File: src/rtl/kbd_pkg.sv
// Shared types and constants for the keyboard MMIO block.
package kbd_pkg;

  typedef struct packed {
    logic       ext;
    logic       brk;
    logic [7:0] code;
  } kbd_event_t;

  localparam logic [7:0] KBD_PFX_EXT = 8'hE0;
  localparam logic [7:0] KBD_PFX_BRK = 8'hF0;

  localparam logic [3:0] KBD_REG_DATA   = 4'h0;
  localparam logic [3:0] KBD_REG_STATUS = 4'h4;
  localparam logic [3:0] KBD_REG_CTRL   = 4'h8;

  // Map a decoded cur_key word onto a compact event.
  function automatic kbd_event_t kbd_decode(input logic [31:0] key);
    kbd_event_t ev;
    ev.code = key[7:0];
    ev.brk  = (key[15:8] == KBD_PFX_BRK);
    ev.ext  = (key[15:8] == KBD_PFX_EXT) || (key[23:16] == KBD_PFX_EXT);
    return ev;
  endfunction

endpackage

File: src/rtl/kbd_event_fifo.sv
// Key event FIFO: power-of-two depth, synchronous flush, pop of empty and
// push of full (without a same-cycle pop) are ignored.
module kbd_event_fifo
  import kbd_pkg::*;
#(
  parameter int unsigned DEPTH = 16,
  localparam int unsigned AW = $clog2(DEPTH),
  localparam int unsigned CW = AW + 1
) (
  input  logic          clk_i,
  input  logic          rst_ni,
  input  logic          push_i,
  input  kbd_event_t    data_i,
  input  logic          pop_i,
  input  logic          flush_i,
  output logic          full_o,
  output logic          empty_o,
  output logic [CW-1:0] count_o,
  output logic [CW-1:0] count_next_o,
  output kbd_event_t    head_o
);

  kbd_event_t          mem_q [DEPTH];
  logic       [AW-1:0] wr_ptr_q, wr_ptr_d;
  logic       [AW-1:0] rd_ptr_q, rd_ptr_d;
  logic       [CW-1:0] count_q, count_d;
  logic                do_push, do_pop;

  assign empty_o      = (count_q == '0);
  assign full_o       = (count_q == CW'(DEPTH));
  assign count_o      = count_q;
  assign count_next_o = count_d;
  assign head_o       = mem_q[rd_ptr_q];

  // A full FIFO still accepts a push when the head leaves in the same cycle.
  assign do_pop  = pop_i && !empty_o;
  assign do_push = push_i && (!full_o || do_pop);

  // Next-state pointers and occupancy; flush overrides everything.
  always_comb begin
    wr_ptr_d = wr_ptr_q;
    rd_ptr_d = rd_ptr_q;
    count_d  = count_q;
    if (flush_i) begin
      wr_ptr_d = '0;
      rd_ptr_d = '0;
      count_d  = '0;
    end else begin
      if (do_push) wr_ptr_d = wr_ptr_q + AW'(1);
      if (do_pop)  rd_ptr_d = rd_ptr_q + AW'(1);
      count_d = count_q + CW'(do_push) - CW'(do_pop);
    end
  end

  // Pointer and count registers.
  always_ff @(posedge clk_i or negedge rst_ni) begin
    if (!rst_ni) begin
      wr_ptr_q <= '0;
      rd_ptr_q <= '0;
      count_q  <= '0;
    end else begin
      wr_ptr_q <= wr_ptr_d;
      rd_ptr_q <= rd_ptr_d;
      count_q  <= count_d;
    end
  end

  // Storage needs no reset; occupancy gates every read of it.
  always_ff @(posedge clk_i) begin
    if (do_push && !flush_i) mem_q[wr_ptr_q] <= data_i;
  end

endmodule

File: src/rtl/kbd_mmio.sv
// Keyboard event queue with DATA/STATUS/CTRL registers.
// Optional feature: define KBD_MMIO_IRQ_EN to enable the interrupt output and
// the CTRL[2] irq_en bit; otherwise kbd_irq is tied low and CTRL reads 0.
module kbd_mmio
  import kbd_pkg::*;
#(
  parameter int unsigned DEPTH = 16
) (
  input  logic        clk,
  input  logic        clrn,
  input  logic [31:0] cur_key,
  input  logic        bus_re,
  input  logic        bus_we,
  input  logic [3:0]  bus_addr,
  input  logic [31:0] bus_wdata,
  output logic [31:0] bus_rdata,
  output logic        kbd_irq
);

  localparam int unsigned CW = $clog2(DEPTH) + 1;

  logic [31:0] prev_key_q;
  logic [31:0] rdata_q, rdata_d;
  logic        ovf_q, ovf_d;
  logic        irq_en;

  logic          evt_valid;
  kbd_event_t    evt;
  logic [3:0]    reg_addr;
  logic          rd_en, wr_ctrl;
  logic          pop, flush, ovf_clr, overflow;
  logic          full, empty;
  logic [CW-1:0] count, count_next;
  kbd_event_t    head;

  assign evt_valid = (cur_key != prev_key_q) && (cur_key != '0);
  assign evt       = kbd_decode(cur_key);

  assign reg_addr = {bus_addr[3:2], 2'b00};
  // A simultaneous write suppresses the read entirely.
  assign rd_en    = bus_re && !bus_we;
  assign wr_ctrl  = bus_we && (reg_addr == KBD_REG_CTRL);
  assign pop      = rd_en && (reg_addr == KBD_REG_DATA) && !empty;
  assign flush    = wr_ctrl && bus_wdata[0];
  assign ovf_clr  = wr_ctrl && bus_wdata[1];
  assign overflow = evt_valid && full && !pop && !flush;

  kbd_event_fifo #(
    .DEPTH(DEPTH)
  ) u_fifo (
    .clk_i       (clk),
    .rst_ni      (clrn),
    .push_i      (evt_valid),
    .data_i      (evt),
    .pop_i       (pop),
    .flush_i     (flush),
    .full_o      (full),
    .empty_o     (empty),
    .count_o     (count),
    .count_next_o(count_next),
    .head_o      (head)
  );

  // Overflow set beats a same-cycle clear.
  always_comb begin
    ovf_d = ovf_q;
    if (overflow)     ovf_d = 1'b1;
    else if (ovf_clr) ovf_d = 1'b0;
  end

  // Read data mux; rdata holds between reads.
  always_comb begin
    rdata_d = rdata_q;
    if (rd_en) begin
      rdata_d = '0;
      unique case (reg_addr)
        KBD_REG_DATA:   if (!empty) rdata_d = {1'b1, 21'b0, head};
        KBD_REG_STATUS: rdata_d = {16'b0, 8'(count), 5'b0, full, ovf_q, !empty};
        KBD_REG_CTRL:   rdata_d = {29'b0, irq_en, 2'b00};
        default:        rdata_d = '0;
      endcase
    end
  end

  // Key history, overflow flag and read data registers.
  always_ff @(posedge clk or negedge clrn) begin
    if (!clrn) begin
      prev_key_q <= '0;
      ovf_q      <= 1'b0;
      rdata_q    <= '0;
    end else begin
      prev_key_q <= cur_key;
      ovf_q      <= ovf_d;
      rdata_q    <= rdata_d;
    end
  end

  assign bus_rdata = rdata_q;

`ifdef KBD_MMIO_IRQ_EN
  logic irq_en_q, irq_en_d;
  logic irq_q, irq_d;

  // irq follows the post-edge state so it tracks pushes and flushes immediately.
  always_comb begin
    irq_en_d = irq_en_q;
    if (wr_ctrl) irq_en_d = bus_wdata[2];
    irq_d = irq_en_d && ((count_next != '0) || ovf_d);
  end

  // Interrupt enable and request registers.
  always_ff @(posedge clk or negedge clrn) begin
    if (!clrn) begin
      irq_en_q <= 1'b0;
      irq_q    <= 1'b0;
    end else begin
      irq_en_q <= irq_en_d;
      irq_q    <= irq_d;
    end
  end

  assign irq_en  = irq_en_q;
  assign kbd_irq = irq_q;

  logic unused_sig;
  assign unused_sig = ^{bus_addr[1:0], bus_wdata[31:3], cur_key[31:24]};
`else
  assign irq_en  = 1'b0;
  assign kbd_irq = 1'b0;

  logic unused_sig;
  assign unused_sig = ^{bus_addr[1:0], bus_wdata[31:2], cur_key[31:24], count_next};
`endif

endmodule
File: config.mk
export PLATFORM = sky130hd
export DESIGN_NAME = kbd_mmio
export DESIGN_NICKNAME = d
export VERILOG_FILES = /design/src/rtl/kbd_pkg.sv /design/src/rtl/kbd_event_fifo.sv /design/src/rtl/kbd_mmio.sv
export SDC_FILE = /design/constraint.sdc
export NUM_CORES = 1
export LEC_CHECK = 0
export ABC_AREA = 1
export CORE_ASPECT_RATIO = 0.6
export CORE_MARGIN = 2
export CORE_UTILIZATION = 39
export CTS_BUF_LIST = sky130_fd_sc_hd__clkbuf_8
export CTS_CLUSTER_SIZE = 10
export DETAILED_ROUTE_END_ITERATION = 16
export GPL_ROUTABILITY_DRIVEN = 0
export PLACE_DENSITY_LB_ADDON = 0.12
export SLEW_MARGIN = 15
export SYNTH_ARGS = -nofsm -noshare
export SYNTH_HDL_FRONTEND = slang
export SYNTH_SLANG_ARGS = --single-unit
File: constraint.sdc
create_clock -name clk -period 4.5 [get_ports clk]
set_input_delay 0.675 -clock clk [delete_from_list [all_inputs] [get_ports clk]]
set_output_delay 0.675 -clock clk [all_outputs]
set_load 0.005 [all_outputs]
==> metrics <==
Hold Path Class in2async; Flop pwr share 44.0%; Seq/Total Area, Yosys 65.97%; vias 6362; Clock Tree Buf Depth 3; ANT cells 0; setup violators final 0; Tmin final 3135 ps; P_int 4013 uW; CTS tree done; Detailed Place HPWL 15.41 mm; Sw Ratio 33.68%; CP bufs+invs 6; final wirelength 23.68 mm; largest cells by area after synthesis edfxtp_1 50%, dfrtp_1 16%, nand2_1 5.9%; Final Hold Viols 0; CP Class reg2reg; antenna-violating nets left 0; H-tree levels 2; leakage power 0.004404 uW; final setup TNS 0 ps; Core ar. 24110 um^2; Die Area 25820 um^2; Synth Flop Type edfxtp_1; Residual DRC 0; starting DRC count in detailed routing 536; final period utilization 69.66%; Worst slew margin 33.77%; PostCTS Resize Cnt 0; Startpoint Class register; Slew @ Worst Pin 993.4 ps; Max rail drop VDD 0.3383 mV; vias per inst 4.939; FFs w/ async S/R, synth 27.27%; run status completed; vias in the first global route 6040; EDFF count, synth 160; postcts setup bufs 0; Yosys cell types 41; Nets 1024; Initial Util 39.64%; initial antenna violation count 1; I/O pin cnt 105; clock latency on the worst-skew pair 520 ps; gr usage total 19.00%; Comb pwr share 27.5%; flip-flop and latch count after synthesis 220; max-capacitance violation count 0; Sink Count 220; Cells after Synth 855; root buffer cell clkbuf_8; iteration count of the initial detailed-routing pass 7; Clk pwr share 28.5%; non-filler cells, final 1288; Synth area leader edfxtp_1; crit end category register; share of Yosys cell area claimed by the top area cell type 50.26%; unrepaired setup endpoints after global routing false; Die Span X 206.1 um; crit path max-delay cell type dfrtp_1; arrival time at the worst endpoint 3540 ps; Buffers on Ports 53; clk_skew 25.14 ps; first-pass GRT wire length 36.84 mm; share of cells above drive strength 1 10.77%; dpl cells 1225; wire length per cell 18.39 um; Die Ht 125.3 um; max incr delay on CP 400 ps; Area Growth Syn to Fin 16.53%; Cell Rows 44; CP dominant cell by count inv_1; largest net degree at the start of global routing 78; Post-Syn Area 9559 um^2; TritonCTS Buffers 35; cell family with most CP delay adder cells; worst-path fanout max 8; Yosys warning count 0; CTS Hold Bufs 0; pins over their slew limit 0; total net switching power 2037 uW; Clock Pin Slew Worst Setup and Hold Paths 60 ps; Power Density 543.1 nW/um^2; synthesized area per cell 11.18 um^2; FMAX 319.0 MHz; Req. time, crit path 4910 ps; crit-path cells inv_1, ha_1, nand4_2, nand2_1, inv_2, nand2_2, clkinv_1, ha_1, inv_1, ha_1, inv_1, fa_1, inv_1, nand2_1, a21oi_1, nor2_1, xor2_1, nor2_1; gr ovfl total 0
power groups by stage:
stage | Clock [uW] | Combinational [uW] | Sequential [uW]
6_report | 1720 | 1660 | 2660
5_1_grt | 1870 | 1870 | 2700
4_1_cts | 1770 | 1680 | 2660
3_5_place_dp | 0 | 1670 | 2700
3_3_place_gp | 0 | 1670 | 2700
2_1_floorplan | 0 | 1090 | 2670
cells in the final DEF, fill, tap and decap left out, drive strengths merged, types with 4 or more instances in the layout:
cell,netlist,layout
clkinv,1,9
nand4,7,7
inv,59,72
dfrtp,60,60
o22ai,4,4
a21oi,12,12
ha,11,11
o211ai,16,16
xnor2,24,24
buf,38,32
nor2,135,135
clkbuf,16,40
o21ai,86,86
nand3,34,34
o221ai,19,19
edfxtp,160,160
nand2,157,157
clkdlybuf4s50,0,52
conb,1,19
nor3,4,4
registers in the layout, summed over array words and instances, names as in the netlist:
name,count
bus_rdata,14
ovf_q,1
prev_key_q,32
u_fifo.count_o,5
u_fifo.mem_q,160
u_fifo.rd_ptr_q,4
u_fifo.wr_ptr_q,4
metrics by stage:
step	util [%]	instance area [um^2]	setup slack [ps]	hold slack, ps	power [uW]
5_1_grt	46.20	11140	1016	371.7	6436
4_1_cts	46.20	11140	1322	327.3	6104
2_1_floorplan	-	9627	1884	379.4	3769
3_5_place_dp	43.33	10450	798.6	463.8	4371
3_3_place_gp	43.33	10450	849.7	466.5	4372
6_report	46.20	11140	1365	310.6	6050
layout make-up:
type / count / area [um^2]
fillers: 2286 / 12970
flip-flops and latches: 220 / 6307
inverters: 60 / 235.2
clock buffers: 40 / 550.5
clock inverters: 23 / 141.4
well taps: 322 / 402.9
multi-input cells: 539 / 2744
repair buffers: 84 / 758.2
worst paths after layout:
path / from / to / slack (ps) / depth (start not counted)
min: clrn / bus_rdata[12] / 310 / 1
max in group asynchronous: clrn / prev_key_q[14] / 3320 / 2
max: u_fifo.count_o[3] / u_fifo.count_o[4] / 1370 / 18
min in group clk: bus_rdata[1] / bus_rdata[1] / 480 / 2
max reg2reg: u_fifo.count_o[3] / u_fifo.count_o[4] / 1370 / 18
min reg2reg: bus_rdata[1] / bus_rdata[1] / 480 / 2
cell families (layout without fill, tap and decap cells):
| family | Yosys count | after routing | synth area share, % |
|---|---|---|---|
| fa+ha+maj | 12 | 12 | 1.649 |
| xor+xnor | 27 | 27 | 2.474 |
| flops | 220 | 220 | 65.97 |
| other cells | 1 | 19 | 0.03923 |
| compound gates | 140 | 140 | 8.626 |
| simple gates | 341 | 341 | 15.07 |
| buf+inv | 114 | 207 | 6.178 |
per-layer routing:
layer | wire length [um] | up-vias | track usage [%] | part of all wire [%]
met5 | 0 | - | 0 | 0
met4 | 307 | 0 | 3.992 | 1.3
met2 | 9268 | 181 | 24.56 | 39
met1 | 12410 | 3083 | 31.94 | 52
li1 | - | 3067 | - | -
met3 | 1703 | 31 | 3.910 | 7.2
cells in the mapped netlist, drive strengths merged, types with 7 or more instances:
cell / instances
edfxtp: 160
nand2: 157
nor2: 135
o21ai: 86
dfrtp: 60
inv: 59
buf: 38
nand3: 34
xnor2: 24
o221ai: 19
clkbuf: 16
o211ai: 16
a21oi: 12
ha: 11
nand4: 7
(Power assumes the default switching activity.)
